File: src/rtl/expr_pkg.sv
// Shared definitions for the expression character stream: ASCII codes,
// operator encodings, transmitter state encoding and char helpers.
package expr_pkg;

    localparam logic [7:0] CH_ZERO = 8'h30;
    localparam logic [7:0] CH_PLUS = 8'h2B;
    localparam logic [7:0] CH_STAR = 8'h2A;

    localparam logic OP_ADD = 1'b0;
    localparam logic OP_MUL = 1'b1;

    typedef enum logic [1:0] {
        IDLE  = 2'd0,
        DIGIT = 2'd1,
        OP    = 2'd2,
        FIN   = 2'd3
    } state_t;

    function automatic logic [7:0] digit_char(input logic [3:0] d);
        return CH_ZERO + {4'h0, d};
    endfunction

    function automatic logic [7:0] op_char(input logic op);
        return (op == OP_MUL) ? CH_STAR : CH_PLUS;
    endfunction

endpackage

File: src/rtl/expr_tx_if.sv
// Character stream handshake: one ASCII char per out_valid & out_ready.
interface expr_tx_if;

    logic [7:0] out_char;
    logic       out_valid;
    logic       out_ready;

    modport master (
        output out_char,
        output out_valid,
        input  out_ready
    );

    modport slave (
        input  out_char,
        input  out_valid,
        output out_ready
    );

endinterface

File: src/rtl/expr_sop_acc.sv
// Sum-of-products accumulator. sum/prod are the registered partial results;
// value is sum+prod as it will stand after this cycle's update, so the
// final result is available in the same cycle the closing digit is applied.
module expr_sop_acc #(
    parameter int RES_W = 16
) (
    input  logic             clk,
    input  logic             clr_n,
    input  logic             clr,
    input  logic             digit_en,
    input  logic             add_en,
    input  logic [3:0]       d,
    output logic [RES_W-1:0] sum,
    output logic [RES_W-1:0] prod,
    output logic [RES_W-1:0] value
);

    logic [RES_W-1:0] sum_q, sum_d;
    logic [RES_W-1:0] prod_q, prod_d;

    // Next partial sum/product: clear, fold a digit in, or close a product term.
    always_comb begin
        sum_d  = sum_q;
        prod_d = prod_q;
        if (clr) begin
            sum_d  = '0;
            prod_d = RES_W'(1);
        end else if (digit_en) begin
            prod_d = prod_q * RES_W'(d);
        end else if (add_en) begin
            sum_d  = sum_q + prod_q;
            prod_d = RES_W'(1);
        end
        value = sum_d + prod_d;
    end

    // Accumulator registers.
    always_ff @(posedge clk or negedge clr_n) begin
        if (!clr_n) begin
            sum_q  <= '0;
            prod_q <= '0;
        end else begin
            sum_q  <= sum_d;
            prod_q <= prod_d;
        end
    end

    assign sum  = sum_q;
    assign prod = prod_q;

endmodule

File: src/rtl/expr_tx.sv
// Expression transmitter: latches a digit/operator expression, streams it as
// ASCII one char per handshake and evaluates it (* binds tighter than +).
module expr_tx
    import expr_pkg::*;
#(
    parameter int MAX_TERMS = 8,
    parameter int RES_W     = 16
) (
    input  logic                   clk,
    input  logic                   clr_n,
    input  logic                   start,
    input  logic [3:0]             n_terms,
    input  logic [4*MAX_TERMS-1:0] digits,
    input  logic [MAX_TERMS-2:0]   ops,
    expr_tx_if.master              tx,
    output logic                   busy,
    output logic                   done,
    output logic [RES_W-1:0]       result,
    output logic                   err
);

    state_t                 state_q, state_d;
    logic [7:0]             out_char_q, out_char_d;
    logic                   out_valid_q, out_valid_d;
    logic                   busy_q, busy_d;
    logic                   done_q, done_d;
    logic                   err_q, err_d;
    logic [RES_W-1:0]       result_q, result_d;
    logic [3:0]             idx_q, idx_d;
    logic [3:0]             n_terms_q, n_terms_d;
    logic [4*MAX_TERMS-1:0] digits_q, digits_d;
    logic [MAX_TERMS-2:0]   ops_q, ops_d;

    logic             xfer;
    logic             start_ok;
    logic [3:0]       cur_digit;
    logic [3:0]       nxt_digit;
    logic             cur_op;
    logic             acc_clr;
    logic             acc_digit_en;
    logic             acc_add_en;
    logic [RES_W-1:0] acc_sum;
    logic [RES_W-1:0] acc_prod;
    logic [RES_W-1:0] acc_value;
    logic             unused_acc;

    assign xfer = out_valid_q & tx.out_ready;

    // Request legality and operand selection by the current term index.
    always_comb begin
        start_ok  = (n_terms != 4'd0) && (int'(n_terms) <= MAX_TERMS);
        cur_digit = '0;
        nxt_digit = '0;
        cur_op    = OP_ADD;
        for (int unsigned i = 0; i < MAX_TERMS; i++) begin
            if (i < 32'(n_terms) && digits[4*i +: 4] > 4'd9) begin
                start_ok = 1'b0;
            end
            if (32'(idx_q) == i) begin
                cur_digit = digits_q[4*i +: 4];
            end
            if (32'(idx_q) + 32'd1 == i) begin
                nxt_digit = digits_q[4*i +: 4];
            end
        end
        for (int unsigned i = 0; i < MAX_TERMS - 1; i++) begin
            if (32'(idx_q) == i) begin
                cur_op = ops_q[i];
            end
        end
    end

    // FSM next state, handshake and registered output values.
    always_comb begin
        state_d      = state_q;
        out_char_d   = out_char_q;
        out_valid_d  = out_valid_q;
        busy_d       = busy_q;
        done_d       = 1'b0;
        err_d        = 1'b0;
        result_d     = result_q;
        idx_d        = idx_q;
        n_terms_d    = n_terms_q;
        digits_d     = digits_q;
        ops_d        = ops_q;
        acc_clr      = 1'b0;
        acc_digit_en = 1'b0;
        acc_add_en   = 1'b0;

        case (state_q)
            IDLE: begin
                if (start) begin
                    if (start_ok) begin
                        state_d     = DIGIT;
                        busy_d      = 1'b1;
                        out_valid_d = 1'b1;
                        out_char_d  = digit_char(digits[3:0]);
                        n_terms_d   = n_terms;
                        digits_d    = digits;
                        ops_d       = ops;
                        idx_d       = '0;
                        acc_clr     = 1'b1;
                    end else begin
                        err_d = 1'b1;
                    end
                end
            end
            DIGIT: begin
                if (xfer) begin
                    acc_digit_en = 1'b1;
                    if (idx_q == n_terms_q - 4'd1) begin
                        // Closing digit: acc_value already includes it, so the
                        // result lands together with the done pulse.
                        state_d     = FIN;
                        out_valid_d = 1'b0;
                        out_char_d  = '0;
                        busy_d      = 1'b0;
                        done_d      = 1'b1;
                        result_d    = acc_value;
                    end else begin
                        state_d    = OP;
                        out_char_d = op_char(cur_op);
                    end
                end
            end
            OP: begin
                if (xfer) begin
                    acc_add_en = (cur_op == OP_ADD);
                    idx_d      = idx_q + 4'd1;
                    state_d    = DIGIT;
                    out_char_d = digit_char(nxt_digit);
                end
            end
            FIN: begin
                state_d = IDLE;
            end
            default: begin
                state_d = IDLE;
            end
        endcase
    end

    // Single state/output register bank.
    always_ff @(posedge clk or negedge clr_n) begin
        if (!clr_n) begin
            state_q     <= IDLE;
            out_char_q  <= '0;
            out_valid_q <= 1'b0;
            busy_q      <= 1'b0;
            done_q      <= 1'b0;
            err_q       <= 1'b0;
            result_q    <= '0;
            idx_q       <= '0;
            n_terms_q   <= '0;
            digits_q    <= '0;
            ops_q       <= '0;
        end else begin
            state_q     <= state_d;
            out_char_q  <= out_char_d;
            out_valid_q <= out_valid_d;
            busy_q      <= busy_d;
            done_q      <= done_d;
            err_q       <= err_d;
            result_q    <= result_d;
            idx_q       <= idx_d;
            n_terms_q   <= n_terms_d;
            digits_q    <= digits_d;
            ops_q       <= ops_d;
        end
    end

    expr_sop_acc #(
        .RES_W (RES_W)
    ) u_acc (
        .clk      (clk),
        .clr_n    (clr_n),
        .clr      (acc_clr),
        .digit_en (acc_digit_en),
        .add_en   (acc_add_en),
        .d        (cur_digit),
        .sum      (acc_sum),
        .prod     (acc_prod),
        .value    (acc_value)
    );

    assign unused_acc = ^{acc_sum, acc_prod};

    assign tx.out_char  = out_char_q;
    assign tx.out_valid = out_valid_q;
    assign busy         = busy_q;
    assign done         = done_q;
    assign result       = result_q;
    assign err          = err_q;

endmodule

File: src/flat_wrapper.sv
// flat-port wrapper written by rule: the top's interface ports become plain ports
module expr_tx_flat import expr_pkg::*;
#(
    parameter int MAX_TERMS = 8,
    parameter int RES_W     = 16
)
  (clk, clr_n, start, n_terms, digits, ops, busy, done, result, err, tx_out_char, tx_out_valid, tx_out_ready);
  expr_tx_if tx_i ();
  input  logic clk;
  input  logic clr_n;
  input  logic start;
  input  logic [3:0] n_terms;
  input  logic [4*MAX_TERMS-1:0] digits;
  input  logic [MAX_TERMS-2:0] ops;
  output logic busy;
  output logic done;
  output logic [RES_W-1:0] result;
  output logic err;
  output wire logic [$bits(tx_i.out_char)-1:0] tx_out_char;
  output wire logic [$bits(tx_i.out_valid)-1:0] tx_out_valid;
  input wire logic [$bits(tx_i.out_ready)-1:0] tx_out_ready;
  assign tx_out_char = tx_i.out_char;
  assign tx_out_valid = tx_i.out_valid;
  assign tx_i.out_ready = tx_out_ready;
  expr_tx #(.MAX_TERMS(MAX_TERMS), .RES_W(RES_W)) u_core (.clk(clk), .clr_n(clr_n), .start(start), .n_terms(n_terms), .digits(digits), .ops(ops), .tx(tx_i), .busy(busy), .done(done), .result(result), .err(err));
endmodule
File: config.mk
export PLATFORM = sky130hd
export DESIGN_NAME = expr_tx_flat
export DESIGN_NICKNAME = d
export VERILOG_FILES = /design/src/rtl/expr_pkg.sv /design/src/rtl/expr_tx_if.sv /design/src/rtl/expr_sop_acc.sv /design/src/rtl/expr_tx.sv /design/src/flat_wrapper.sv
export SDC_FILE = /design/constraint.sdc
export NUM_CORES = 1
export LEC_CHECK = 0
export CELL_PAD_IN_SITES_DETAIL_PLACEMENT = 1
export CELL_PAD_IN_SITES_GLOBAL_PLACEMENT = 2
export CORE_MARGIN = 2
export CORE_UTILIZATION = 28
export DETAILED_ROUTE_END_ITERATION = 12
export PLACE_DENSITY_LB_ADDON = 0.3
export SLEW_MARGIN = 20
export SYNTH_ARGS = -nofsm -noshare
export SYNTH_HDL_FRONTEND = slang
export SYNTH_SLANG_ARGS = --single-unit
File: constraint.sdc
create_clock -name clk -period 7.9 [get_ports clk]
set_clock_uncertainty 0.2 [all_clocks]
set_input_delay 1.58 -clock clk [delete_from_list [all_inputs] [get_ports clk]]
set_output_delay 1.58 -clock clk [all_outputs]
set_load 0.005 [all_outputs]
==> results_dict.tcl, run 1 <==
set metrics [dict create \
    fp.coreArea_mm2 0.0286 \
    period_needed_ns 7.15 \
    cp-endpoint "u_core.result[15]$_DFFE_PN0P_" \
    drt-initial-drc-count 326 \
    drc 0 \
    cp_slowest_stage_delay_ns 0.53 \
    cp-start-kind "flip-flop" \
    ys_top_cells_by_count "dfrtp_1, nand2_1, inv_1" \
    io_pins 75 \
    ys_types 65 \
    seq_area_frac_synth_pct 32.6 \
    dieArea_mm2 0.0304 \
    clk_pin_slew_ns 0.08 \
    hold_viol 0 \
    reg2reg_from "u_core.idx_q[0]$_DFFE_PN0P_" \
    switching_power_mw 1.17 \
    internal_power_mw 1.57 \
    io_buffers 72 \
    cts_root_buf "clkbuf_16" \
    busiest_layer "met1" \
    path_buf_inv 5 \
    crit_start "u_core.idx_q[0]$_DFFE_PN0P_" \
    total_power_mw 2.74 \
    grt_pass1_vias 6965 \
    r2r_cells 29 \
    ir_worst_vdd_v 0.000138 \
    place.gp.congestion 0.841 \
    stdcell_area_mm2 0.00958 \
    grt_pass1_wl_um 39300 \
    holdCritStartpoint "u_core.tx.out_char[5]$_DFFE_PN0P_" \
    vias 6581 \
    final_cells 1328 \
    synth-seq-cells 106 \
    cts_inserted_buffers 9 \
    setup_slack_ns 0.751 \
    cts_tree "yes" \
    dr.pass1.iters 4 \
    dp_slack_ns 0.403 \
    numClockSinks 106 \
    yosysMostFrequentCell "dfrtp_1" \
    cp_top_family "compound AO/OA/AOI/OAI gates" \
    yosys.area.top_type_share_pct 32.6 \
    path_common_cell "inv_1" \
    rows 62 \
    fin_util_pct 33.5 \
    viasPerCell 4.96 \
    yosysWarnings 0 \
    synth_ff_type "dfrtp_1" \
    ff2ff_setup_slack_ns 0.75 \
    grt_max_degree 69 \
    p_leak_nw 4.41 \
    cap_violations 0 \
    placed_cell_area_mm2 0.00926 \
    antenna_cells 0 \
    synth_area_leaders "dfrtp_1, ha_1, fa_1" \
    tightest_slew_ns 0.937 \
    layout-drive-gt1-share_pct 9.43 \
    final_max_slew_viol_count 0 \
    slew_headroom_pct 37.5 \
    clock_tree.buffer_depth 2 \
    antenna_found_initial 0 \
    setup_viol 0 \
    cp.arrival_ns 7.24 \
    syn_to_final_growth_pct 17.9 \
    crit_cells 29 \
    die_y_um 174 \
    numPlacedInstances 1312 \
    crit_fanout 14 \
    r2r-end "u_core.result[15]$_DFFE_PN0P_" \
    required_ns 7.99 \
    cpMaxStageDelayCell "fa_1" \
    avgSynthCellArea_um2 9.25 \
    synth-edff-count 0 \
    wirelength_um 23900 \
    grt_use_total_pct 16.3 \
    avgRoutedWirePerCell_um 18.0 \
    clk_latency_ns 0.36 \
    grtUsageMet1_pct 25.0 \
    async_reset_ff_share_pct 100 \
    syn_area_mm2 0.00813 \
    hold_class "flip-flop to flip-flop" \
    crit_type "flip-flop to flip-flop" \
    met3_usage_pct 1.82 \
    fin_hold_ws_ns 0.289 \
    finalSetupTns_ns 0 \
    fin_nets 1072 \
    clkPwrFrac_pct 17.8 \
    swShare_pct 42.8 \
    end_kind "flip-flop" \
    rsz0062_at_grt "false" \
    ant_nets 0 \
    grtUsageMet2_pct 24.7 \
    dp_hpwl_um 18600 \
    p_per_area_mw_per_mm2 286 \
    htreeDepth 3 \
    synthCells 879 \
    grt_remaining_overflow 0 \
    finalCritPeriodShare_pct 90.5 \
    synth_top_area_cell "dfrtp_1" \
    status "finished clean" \
    power_frac_comb_pct 47.9 \
    start_util_pct 28.4 \
    fmax_mhz 140 \
    die_w_um 174 \
    seq_power_share_pct 34.3 \
]
-- worst register-to-register path, delay by kind of cell, from the launching register on --
| kind | cells | cell delay (ns) |
|---|---|---|
| flip-flops | 1 | 0.47 |
| AO/OA/AOI/OAI | 14 | 2.85 |
| XOR/XNOR | 1 | 0.15 |
| adder cells (fa/ha/maj) | 5 | 2.15 |
| buffers and inverters | 5 | 0.72 |
| AND/OR/NAND/NOR | 4 | 0.56 |
-- routing by layer --
layer | routed length [µm] | part of all wire, % | up-vias
met5 | 0 | 0 | -
met4 | 179 | 0.75 | 0
met3 | 921 | 3.9 | 10
met2 | 10400 | 43 | 95
met1 | 12400 | 52 | 3280
li1 | - | - | 3196
-- layout make-up --
cell class	count	area [µm²]
multi-input cells	674	5080
clock inverters	7	86.3
fillers	3294	19000
flip-flops and latches	106	2650
repair buffers	85	816
inverters	63	236
well taps	384	480
clock buffers	9	225
-- power by group through the flow --
stage          clock network, mW  logic [mW]  registers, mW
5_1_grt                    0.523        1.48          0.972
4_1_cts                    0.506        1.33          0.946
2_1_floorplan                  0       0.889          0.856
3_5_place_dp                   0        1.31          0.953
3_3_place_gp                   0        1.30          0.955
6_report                   0.487        1.31          0.942
-- what timing repair did --
item | 4_1_cts | 5_1_grt
buffers inserted | 0 | 0
endpoints found under the setup margin | 0 | 2
resized for setup | 0 | 1
hold buffers | 0 | 0
-- state kept, by name, indices dropped and copies added, names as in the netlist, 2 cells and up --
signal              count
u_core.tx.out_char      6
u_core.u_acc.prod      16
u_core.idx_q            4
u_core.state_q          2
u_core.ops_q            7
u_core.n_terms_q        4
u_core.result          16
u_core.u_acc.sum       16
u_core.digits_q        32
-- worst min path at each step --
stage                                                   end  depth (start not counted)
after floorplan               u_core.result[10]$_DFFE_PN0P_                          2
after global placement         u_core.result[2]$_DFFE_PN0P_                          2
after detailed placement  u_core.tx.out_char[5]$_DFFE_PN0P_                          1
after CTS                      u_core.result[0]$_DFFE_PN0P_                          2
after global routing          u_core.result[12]$_DFFE_PN0P_                          2
final                     u_core.tx.out_char[5]$_DFFE_PN0P_                          1
-- logic make-up (layout without fill, tap and decap cells) --
logic type | Yosys count | count (layout) | share of synthesized area, %
AO/OA/AOI/OAI | 210 | 210 | 17.1
buffers and inverters | 100 | 164 | 5.00
AND/OR/NAND/NOR | 271 | 271 | 16.3
adder cells (fa/ha/maj) | 86 | 86 | 15.7
XOR/XNOR | 42 | 42 | 4.70
other | 1 | 2 | 0.0461
flip-flops | 106 | 106 | 32.6
multiplexers | 63 | 63 | 8.48
-- cells in the final DEF, fill, tap and decap left out, types with 5 or more instances in the layout --
cell type,count
nor3_1,16
or2_2,5
nor2b_1,11
a21oi_1,33
mux2i_1,16
nand2_1,93
xnor2_1,26
and2_1,36
xor2_1,15
o211ai_1,9
dfrtp_1,106
and3_1,9
fa_1,27
nor2_1,48
mux2_2,47
inv_1,63
a211oi_1,11
ha_1,59
a22oi_1,18
nand3_1,15
nand2b_1,14
clkdlybuf4s50_1,71
o21ai_0,61
a31oi_1,8
o21bai_1,5
o22ai_1,7
a21o_1,15
o31ai_1,5
clkbuf_16,9
buf_4,14
(Power assumes the default switching activity.)
==> inputs of run 2 (changes only) <==
- CTS_CLUSTER_SIZE: not set -> 14
==> results of run 2 <==
Final layout, timing and power as in run 1 (identical DEF).
==> inputs of run 3 (changes only) <==
- CORE_MARGIN: 2 -> 8
==> results_dict.tcl, run 3 (synthesized netlist as in run 1, its figures left out) <==
set metrics [dict create \
    end_kind "flip-flop" \
    placed_cell_area_mm2 0.00926 \
    wirelength_um 24900 \
    layout_common_cells "dfrtp_1, nand2_1, clkdlybuf4s50_1" \
    dieArea_mm2 0.0347 \
    path_common_cell "inv_1" \
    tightest_slew_ns 0.788 \
    drt-initial-drc-count 304 \
    avgRoutedWirePerCell_um 18.8 \
    cts_root_buf "clkbuf_16" \
    io_pins 75 \
    clock_tree.buffer_depth 2 \
    status "finished clean" \
    place.gp.congestion 0.850 \
    finalCritPeriodShare_pct 91.8 \
    finalSetupTns_ns 0 \
    postCtsSetupBuffers 0 \
    crit_cells 29 \
    hold_class "flip-flop to flip-flop" \
    total_power_mw 2.76 \
    cp-start-kind "flip-flop" \
    rows 62 \
    ant_nets 0 \
    syn_to_final_growth_pct 17.8 \
    regMostFlops "u_core.digits_q" \
    cp-endpoint "u_core.result[15]$_DFFE_PN0P_" \
    fin_nets 1071 \
    r2r_cells 29 \
    ff2ff_setup_slack_ns 0.65 \
    cp_top_family "compound AO/OA/AOI/OAI gates" \
    cts_inserted_buffers 9 \
    fp.coreArea_mm2 0.0286 \
    ir_worst_vdd_v 0.000112 \
    path_buf_inv 5 \
    viasPerCell 4.94 \
    antenna_found_initial 0 \
    crit_type "flip-flop to flip-flop" \
    fmax_mhz 138 \
    htreeDepth 3 \
    final_max_slew_viol_count 0 \
    final_cells 1326 \
    cts_resized 0 \
    numClockSinks 106 \
    crit_fanout 14 \
    reg2reg_from "u_core.idx_q[0]$_DFFE_PN0P_" \
    numPlacedInstances 1311 \
    cts_hold_buf 0 \
    clk_latency_ns 0.36 \
    io_buffers 72 \
    cp_slowest_stage_delay_ns 0.52 \
    clk_pin_slew_ns 0.08 \
    setup_viol 0 \
    seq_power_share_pct 34.1 \
    p_per_area_mw_per_mm2 289 \
    grt_max_degree 60 \
    cap_violations 0 \
    grt_pass1_vias 7183 \
    grt_pass1_wl_um 40900 \
    fin_util_pct 33.4 \
    cpMaxStageDelayCell "fa_1" \
    grt_use_total_pct 14.5 \
    swShare_pct 43.1 \
    rsz0062_at_grt "false" \
    switching_power_mw 1.19 \
    antenna_cells 0 \
    r2r-end "u_core.result[15]$_DFFE_PN0P_" \
    crit_start "u_core.idx_q[0]$_DFFE_PN0P_" \
    clkPwrFrac_pct 17.8 \
    dr.pass1.iters 4 \
    layout_commonest_cell "dfrtp_1" \
    stdcell_area_mm2 0.00957 \
    required_ns 8.00 \
    p_leak_nw 4.41 \
    drc 0 \
    cp.arrival_ns 7.35 \
    internal_power_mw 1.57 \
    hold_viol 0 \
    start_util_pct 28.4 \
    die_w_um 186 \
    layout-drive-gt1-share_pct 9.24 \
    cts_tree "yes" \
    grt_remaining_overflow 0 \
    period_needed_ns 7.25 \
    slew_headroom_pct 47.4 \
    dp_hpwl_um 19500 \
    power_frac_comb_pct 48.2 \
    die_y_um 186 \
    vias 6546 \
    largest_register_ffs 32 \
]
[run 3: changes by cell type in the layout (fill, tap and decap cells not counted), sizes merged]
cell,delta
buf,-1
inv,+1
clkinvlp,-2
[run 3: area by class of cell]
cell class,instances,area (µm²)
fillers,3307,19100
multi-input cells,674,5080
flip-flops and latches,106,2650
repair buffers,84,808
well taps,384,480
inverters,63,236
clock buffers,9,225
clock inverters,6,83.8
[run 3: worst min path at each step]
stage,startpoint,to,cells after the start
after global placement,u_core.tx.out_char[5]$_DFFE_PN0P_,u_core.tx.out_char[5]$_DFFE_PN0P_,1
after CTS,u_core.result[5]$_DFFE_PN0P_,u_core.result[5]$_DFFE_PN0P_,2
after floorplan,u_core.result[10]$_DFFE_PN0P_,u_core.result[10]$_DFFE_PN0P_,2
after detailed placement,u_core.result[10]$_DFFE_PN0P_,u_core.result[10]$_DFFE_PN0P_,2
final,u_core.result[5]$_DFFE_PN0P_,u_core.result[5]$_DFFE_PN0P_,2
after global routing,u_core.tx.out_char[5]$_DFFE_PN0P_,u_core.tx.out_char[5]$_DFFE_PN0P_,1
[run 3: power by group through the flow]
stage	Sequential, mW	Combinational, mW	Clock (mW)
6_report	0.941	1.33	0.491
5_1_grt	0.970	1.49	0.528
4_1_cts	0.945	1.35	0.511
3_5_place_dp	0.954	1.33	0
3_3_place_gp	0.956	1.32	0
2_1_floorplan	0.856	0.889	0
[run 3: per-stage QoR]
step                      setup WS (ns)  hold slack [ns]
final                             0.650            0.288
after global routing             0.0858            0.313
after CTS                         0.322            0.295
after detailed placement          0.371            0.268
after global placement            0.594            0.264
after floorplan                    1.42            0.267
[run 3: metal layers]
metal / routed length [µm] / track usage, %
met5: 0 / 0
met3: 838 / 2.54
met2: 11000 / 22.3
met1: 12800 / 20.8
met4: 273 / 3.42
[run 3: worst reg2reg max path: cells and delay by family, from the launching register on]
family | cells | cell delay [ns]
xor gates and xnor gates | 1 | 0.16
DFF | 1 | 0.48
and+or+nand+nor | 4 | 0.54
AOI/OAI and AO/OA | 14 | 2.98
buffers and inverters | 5 | 0.72
adders and majority gates | 5 | 2.09
